<file path="config.mk">
export PLATFORM = sky130hd
export DESIGN_NAME = reg_bank_write_arbiter_flat
export DESIGN_NICKNAME = d
export VERILOG_FILES = /design/src/rtl/reg_bank_write_arbiter_if.sv /design/src/rtl/reg_bank_write_arbiter.sv /design/src/flat_wrapper.sv
export SDC_FILE = /design/constraint.sdc
export NUM_CORES = 1
export LEC_CHECK = 0
export CORE_MARGIN = 2
export CORE_UTILIZATION = 35
export DETAILED_ROUTE_END_ITERATION = 12
export MAX_ROUTING_LAYER = met4
export PLACE_DENSITY_LB_ADDON = 0.1
export SLEW_MARGIN = 20
export SYNTH_ARGS = -nofsm -noshare
export SYNTH_HDL_FRONTEND = slang
export SYNTH_SLANG_ARGS = --single-unit
</file>
<file path="constraint.sdc">
create_clock -name clk -period 1.9 [get_ports clk]
set_clock_uncertainty 0.1 [all_clocks]
set_input_delay 0.19 -clock clk [delete_from_list [all_inputs] [get_ports clk]]
set_output_delay 0.19 -clock clk [all_outputs]
set_load 0.02 [all_outputs]
</file>
<file path="src/rtl/reg_bank_write_arbiter_if.sv">
// ---------------------------------------------------------------------------
// reg_bank_write_arbiter_if
// Bus between the requesters (master side) and the register-bank write
// arbiter (slave side).
//   req      : per-requester write request, held until ack
//   addr_in  : packed addresses, requester i at [i*ADDR_W +: ADDR_W]
//   data_in  : packed write data, requester i at [i*WIDTH +: WIDTH]
//   ack      : one-cycle done pulse on the granted requester's bit
//   ce_out   : one-hot register clock enables to the bank
//   wr_data  : shared write-data bus to every bank register
//   grant_id : index of the current or last granted requester
//   busy     : high from the grant cycle until the cycle after ack
// ---------------------------------------------------------------------------
interface reg_bank_write_arbiter_if #(
   parameter int unsigned N_REQ  = 4,
   parameter int unsigned WIDTH  = 8,
   parameter int unsigned ADDR_W = 3
);
   localparam int unsigned DEPTH = 1 << ADDR_W;
   localparam int unsigned GID_W = (N_REQ > 1) ? $clog2(N_REQ) : 1;

   logic [N_REQ-1:0]        req;
   logic [N_REQ*ADDR_W-1:0] addr_in;
   logic [N_REQ*WIDTH-1:0]  data_in;
   logic [N_REQ-1:0]        ack;
   logic [DEPTH-1:0]        ce_out;
   logic [WIDTH-1:0]        wr_data;
   logic [GID_W-1:0]        grant_id;
   logic                    busy;

   modport master (
      output req, addr_in, data_in,
      input  ack, ce_out, wr_data, grant_id, busy
   );

   modport slave (
      input  req, addr_in, data_in,
      output ack, ce_out, wr_data, grant_id, busy
   );
endinterface

</file>
<file path="src/rtl/reg_bank_write_arbiter.sv">
// ---------------------------------------------------------------------------
// reg_bank_write_arbiter
// Shares one bank of clock-enabled registers among N_REQ requesters. One
// requester is granted per IDLE pass; its address/data are captured at grant,
// a single one-hot CE pulse writes the bank, then ack pulses for one cycle.
// Ports:
//   clk  : system clock, rising edge
//   rst  : asynchronous active-high reset
//   bus  : reg_bank_write_arbiter_if.slave (req/addr_in/data_in in,
//          ack/ce_out/wr_data/grant_id/busy out, all registered)
// Configuration:
//   WR_ARB_FIXED_PRIO_EN defined   -> fixed priority, lowest index wins
//   WR_ARB_FIXED_PRIO_EN undefined -> round-robin from last served requester
// ---------------------------------------------------------------------------
module reg_bank_write_arbiter #(
   parameter int unsigned N_REQ  = 4,
   parameter int unsigned WIDTH  = 8,
   parameter int unsigned ADDR_W = 3
) (
   input  logic                      clk,
   input  logic                      rst,
   reg_bank_write_arbiter_if.slave   bus
);
   localparam int unsigned DEPTH = 1 << ADDR_W;
   localparam int unsigned GID_W = (N_REQ > 1) ? $clog2(N_REQ) : 1;

   typedef enum logic [1:0] {
      IDLE  = 2'd0,
      WRITE = 2'd1,
      DONE  = 2'd2
   } state_t;

   state_t              state_q;
   logic [N_REQ-1:0]    ack_q;
   logic [DEPTH-1:0]    ce_q;
   logic [WIDTH-1:0]    wr_data_q;
   logic [GID_W-1:0]    grant_q;
   logic                busy_q;
`ifndef WR_ARB_FIXED_PRIO_EN
   logic [GID_W-1:0]    ptr_q;
`endif

   logic                req_any_d;
   logic [GID_W-1:0]    win_d;
   logic [ADDR_W-1:0]   win_addr_d;
   logic [WIDTH-1:0]    win_data_d;

   // Winner selection for the current IDLE pass
   always_comb begin
      logic found;
      int unsigned idx;
      found     = 1'b0;
      idx       = 0;
      win_d     = '0;
      req_any_d = |bus.req;
`ifdef WR_ARB_FIXED_PRIO_EN
      // Descending scan so the lowest requesting index is written last
      for (int i = int'(N_REQ) - 1; i >= 0; i--) begin
         if (bus.req[GID_W'(i)]) begin
            win_d = GID_W'(i);
            found = 1'b1;
         end
      end
`else
      // Search ptr+1, ptr+2, ... so the last served requester is tried last
      for (int unsigned off = 1; off <= N_REQ; off++) begin
         idx = (32'(ptr_q) + off) % N_REQ;
         if (!found && bus.req[GID_W'(idx)]) begin
            win_d = GID_W'(idx);
            found = 1'b1;
         end
      end
`endif
   end

   // Address/data mux for the selected requester
   always_comb begin
      win_addr_d = '0;
      win_data_d = '0;
      for (int unsigned i = 0; i < N_REQ; i++) begin
         if (win_d == GID_W'(i)) begin
            win_addr_d = bus.addr_in[i*ADDR_W +: ADDR_W];
            win_data_d = bus.data_in[i*WIDTH +: WIDTH];
         end
      end
   end

   // Grant / write / done sequencer with registered outputs
   always_ff @(posedge clk or posedge rst) begin
      if (rst) begin
         state_q   <= IDLE;
         ack_q     <= '0;
         ce_q      <= '0;
         wr_data_q <= '0;
         grant_q   <= '0;
         busy_q    <= 1'b0;
`ifndef WR_ARB_FIXED_PRIO_EN
         ptr_q     <= GID_W'(N_REQ - 1);
`endif
      end else begin
         case (state_q)
            IDLE: begin
               if (req_any_d) begin
                  wr_data_q <= win_data_d;
                  ce_q      <= DEPTH'(1) << win_addr_d;
                  grant_q   <= win_d;
                  busy_q    <= 1'b1;
                  state_q   <= WRITE;
               end
            end
            WRITE: begin
               ce_q    <= '0;
               ack_q   <= N_REQ'(1) << grant_q;
               state_q <= DONE;
            end
            DONE: begin
               ack_q   <= '0;
               busy_q  <= 1'b0;
`ifndef WR_ARB_FIXED_PRIO_EN
               ptr_q   <= grant_q;
`endif
               state_q <= IDLE;
            end
            default: begin
               state_q <= IDLE;
            end
         endcase
      end
   end

   assign bus.ack      = ack_q;
   assign bus.ce_out   = ce_q;
   assign bus.wr_data  = wr_data_q;
   assign bus.grant_id = grant_q;
   assign bus.busy     = busy_q;

endmodule

</file>
<file path="src/flat_wrapper.sv">
// flat-port wrapper written by rule: the top's interface ports become plain ports
module reg_bank_write_arbiter_flat 
#(
   parameter int unsigned N_REQ  = 4,
   parameter int unsigned WIDTH  = 8,
   parameter int unsigned ADDR_W = 3
)
  (clk, rst, bus_req, bus_addr_in, bus_data_in, bus_ack, bus_ce_out, bus_wr_data, bus_grant_id, bus_busy);
  reg_bank_write_arbiter_if #(.N_REQ(N_REQ), .WIDTH(WIDTH), .ADDR_W(ADDR_W)) bus_i ();
  input  logic clk;
  input  logic rst;
  input wire logic [$bits(bus_i.req)-1:0] bus_req;
  input wire logic [$bits(bus_i.addr_in)-1:0] bus_addr_in;
  input wire logic [$bits(bus_i.data_in)-1:0] bus_data_in;
  output wire logic [$bits(bus_i.ack)-1:0] bus_ack;
  output wire logic [$bits(bus_i.ce_out)-1:0] bus_ce_out;
  output wire logic [$bits(bus_i.wr_data)-1:0] bus_wr_data;
  output wire logic [$bits(bus_i.grant_id)-1:0] bus_grant_id;
  output wire logic [$bits(bus_i.busy)-1:0] bus_busy;
  assign bus_i.req = bus_req;
  assign bus_i.addr_in = bus_addr_in;
  assign bus_i.data_in = bus_data_in;
  assign bus_ack = bus_i.ack;
  assign bus_ce_out = bus_i.ce_out;
  assign bus_wr_data = bus_i.wr_data;
  assign bus_grant_id = bus_i.grant_id;
  assign bus_busy = bus_i.busy;
  reg_bank_write_arbiter #(.N_REQ(N_REQ), .WIDTH(WIDTH), .ADDR_W(ADDR_W)) u_core (.clk(clk), .rst(rst), .bus(bus_i));
endmodule
</file>
==> results.yml, run 1 <==
synthesis:
  synth_mux_area_share_pct: 27.14
  yosys_warnings: 0
  async_flop_share_pct: 100.0
  synth_cell_type_count: 29
  synth_flop_cell: "dfrtp_1"
  synthCells: 145
  ys_ff_latch: 27
  synth_fa_ha_area_share_pct: 3.137
  synth-simple-area-share_pct: 8.941
  synth_top_area_share_pct: 39.22
  synth_top_area_cell: "dfrtp_1"
  syn-mean-instance-area_um2: 11.00
  synth_compound_area_share_pct: 13.25
  synthXorXnorAreaFrac_pct: 0
  synthTopCellsByArea: "dfrtp_1 (39%), mux2i_1 (16%), mux2_2 (9.9%)"
  synth_area_um2: 1595
  ys_seq_area_share_pct: 42.51
  synth_top_family_by_area: "multiplexers"
  synth_nets: 199
  synth_edf_count: 0
critical_path:
  cpPeakStageDelay_ns: 0.60
  start_kind: "register"
  critPathMaxFanout: 8
  r2r-end: "u_core.bus.ce_out[2]"
  worstRegToRegCells: 6
  r2r_start: "u_core.ptr_q[1]"
  crit_buf_inv: 1
  path_common_cell: "mux2i_4"
  endpoint_kind: "register"
  path_delay_family: "flip-flops"
  r2r_setup_slack_ns: -0.22
  arrival_ns: 2.18
  required_ns: 1.96
  crit_slowest_cell: "dfstp_2"
  worstSetupPathType: "reg2reg"
  crit_chain: "nand3b_1 > a31oi_4 > buf_12 > mux2i_4 > mux2i_4 > o41ai_2"
global_route:
  grt_overflow: 0
  grt_max_degree: 28
  grt_pass1_vias: 1539
  grt_first_pass_wirelength_um: 7072
  grtUsageTotal_pct: 17.62
  antenna_found_initial: 0
status:
  violations: "setup timing"
  status: "complete, but fails checks"
timing:
  max_clock_freq_ghz: 0.4715
  setup_viol: 16
  holdWs_ns: 0.1689
  tightest_slew_ns: 0.4214
  slew_viol_final: 0
  slew_headroom_pct: 71.35
  rsz0062_at_grt: "yes"
  fin_crit_sh_pct: 111.6
  layout_min_cycle_time_ns: 2.121
  hold_violations: 0
  final.setup.worst_slack_ns: -0.2209
routing:
  wl_per_cell_um: 15.01
  wl_um: 4369
  avgViaCountPerCell: 4.942
  dr.pass1.iters: 4
  route.antenna.remaining_nets: 0
  num_vias: 1438
  initialDrtViolationCount: 65
  drc: 0
final_layout:
  finish.net_count: 294
  drive_gt1_share_pct: 28.87
  antenna_cells: 0
  fillerInstances: 346
  mostFrequentLayoutCells: "clkdlybuf4s50_1 (72), dfrtp_1 (25), nand2_1 (20)"
  layout_commonest_cell: "clkdlybuf4s50_1"
  syn_to_final_growth_pct: 75.14
power_and_ir_drop:
  p_total_w: 0.004117
  vdd_ir_drop_max_v: 0.0009759
  p_leak_nw: 1.213
  p_per_area_nw_per_um2: 1473
placed_design:
  port_buffers: 72
  gp_congestion: 0.8260
  dpl.hpwl_um: 3213
floorplan:
  die_h_um: 71.51
  num_rows: 24
  die-area_um2: 5114
  io_pins: 73
  initial_core_util_pct: 36.39
  core-area_um2: 4384
  die-width_um: 71.51
clock_network:
  cts_tree: "built"
  htreeDepth: 1
  worstSkewPairLatency_ns: 0.27
  clockBufferDepth: 2
  clk_pin_slew_ns: 0.09
  cts_buffers: 3
  ctsRootBufferMaster: "clkbuf_8"
  hold_buffers: 0
  clock-sinks: 27
worst_hold_path:
  hp-class: "in2async"
job:
  cap_violations: 0
## area by class of cell
cell class,instances,area (µm²),area share [%]
Multi-Input combinational cell,104,1008,36.10
Timing Repair Buffer,96,963.4,34.48
Sequential cell,27,678.2,24.27
Tap cell,52,65.06,2.329
Clock buffer,3,41.29,1.478
Inverter,8,30.03,1.075
Clock inverter,1,7.507,0.2687
## worst reg2reg max path: stages (launching register included)
cell and delay, ns:
dfstp_2 0.60, nand3b_1 0.14, a31oi_4 0.22, buf_12 0.18
mux2i_4 0.27, mux2i_4 0.14, o41ai_2 0.36
## through the flow
stage	utilization, %	std cells	setup WS, ns	cell area, µm²	setup TNS, ns
finish	63.73	291	-0.2209	2794	-2.623
global route	63.73	291	-0.3407	2794	-4.258
CTS	62.01	287	-0.2259	2719	-3.143
detailed placement	56.31	278	-0.4470	2469	-6.584
global placement	56.31	278	-0.3349	2469	-4.781
floorplan	-	145	-0.02197	1599	-0.1520
## state kept, by name (all words and copies together) (netlist names)
register             flops
u_core.bus.ce_out        8
u_core.bus.wr_data       8
u_core.bus.ack           4
u_core.bus.grant_id      2
u_core.ptr_q             2
u_core.state_q           2
u_core.bus.busy          1
## worst max path at each step
stage	startpoint	endpoint	slack [ns]	depth (start not counted)
4_1_cts	u_core.ptr_q[1]	u_core.bus.ce_out[1]	-0.23	6
6_report	u_core.ptr_q[1]	u_core.bus.ce_out[2]	-0.22	6
3_3_place_gp	bus_req[3]	u_core.bus.ce_out[3]	-0.33	7
2_1_floorplan	u_core.ptr_q[1]	u_core.bus.ce_out[6]	-0.02	5
3_5_place_dp	bus_req[3]	u_core.bus.ce_out[1]	-0.45	7
5_1_grt	u_core.ptr_q[1]	u_core.bus.ce_out[2]	-0.34	6
## cells in the mapped netlist (2+ instances only)
| library cell | instances |
|---|---|
| dfrtp_1 | 25 |
| inv_1 | 8 |
| mux2_2 | 14 |
| o21ai_0 | 10 |
| o22ai_1 | 2 |
| nand2_1 | 20 |
| clkbuf_1 | 2 |
| dfstp_2 | 2 |
| nand2b_1 | 6 |
| ha_1 | 4 |
| o41ai_1 | 8 |
| mux2i_1 | 26 |
| o32ai_1 | 2 |
## routing by layer
layer / vias up / global-route usage [%] / wire length (µm)
met2: 39 / 32.51 / 2298
met4: 0 / 3.983 / 31
met5: - / - / 0
met3: 4 / 3.094 / 226
li1: 717 / - / -
met1: 678 / 19.75 / 1812
## report_power, final
| group | internal [W] | leakage (nW) | switching, W |
|---|---|---|---|
| combinational | 0.00146 | 0.850 | 0.00130 |
| clock | 0.000149 | 0.0217 | 0.000175 |
| sequential | 0.000847 | 0.341 | 0.000184 |
## timing repair
action	in CTS	in global routing
setup buffers	6	3
gates resized for setup	26	15
cloned	0	1
endpoints found under the setup margin	16	16
pin swaps	7	1
## kinds of logic (layout without fill, tap and decap cells)
kind of cell | after synthesis | after routing
muxes | 41 | 41
DFF | 27 | 27
adders and majority gates | 4 | 4
and+or+nand+nor | 31 | 31
AOI/OAI and AO/OA | 28 | 28
buffers and inverters | 14 | 108
Note: power is estimated with default switching activity, not from simulation.
==> run 2: changes to the inputs <==
Settings changed: CTS_BUF_LIST set to sky130_fd_sc_hd__clkbuf_8.
==> results of run 2 <==
No change in the layout: final DEF, timing and power equal those of run 1.
==> run 3: changes to the inputs <==
Settings changed: CTS_CLUSTER_SIZE set to 28.
==> results of run 3 <==
No change in the layout: final DEF, timing and power equal those of run 1.
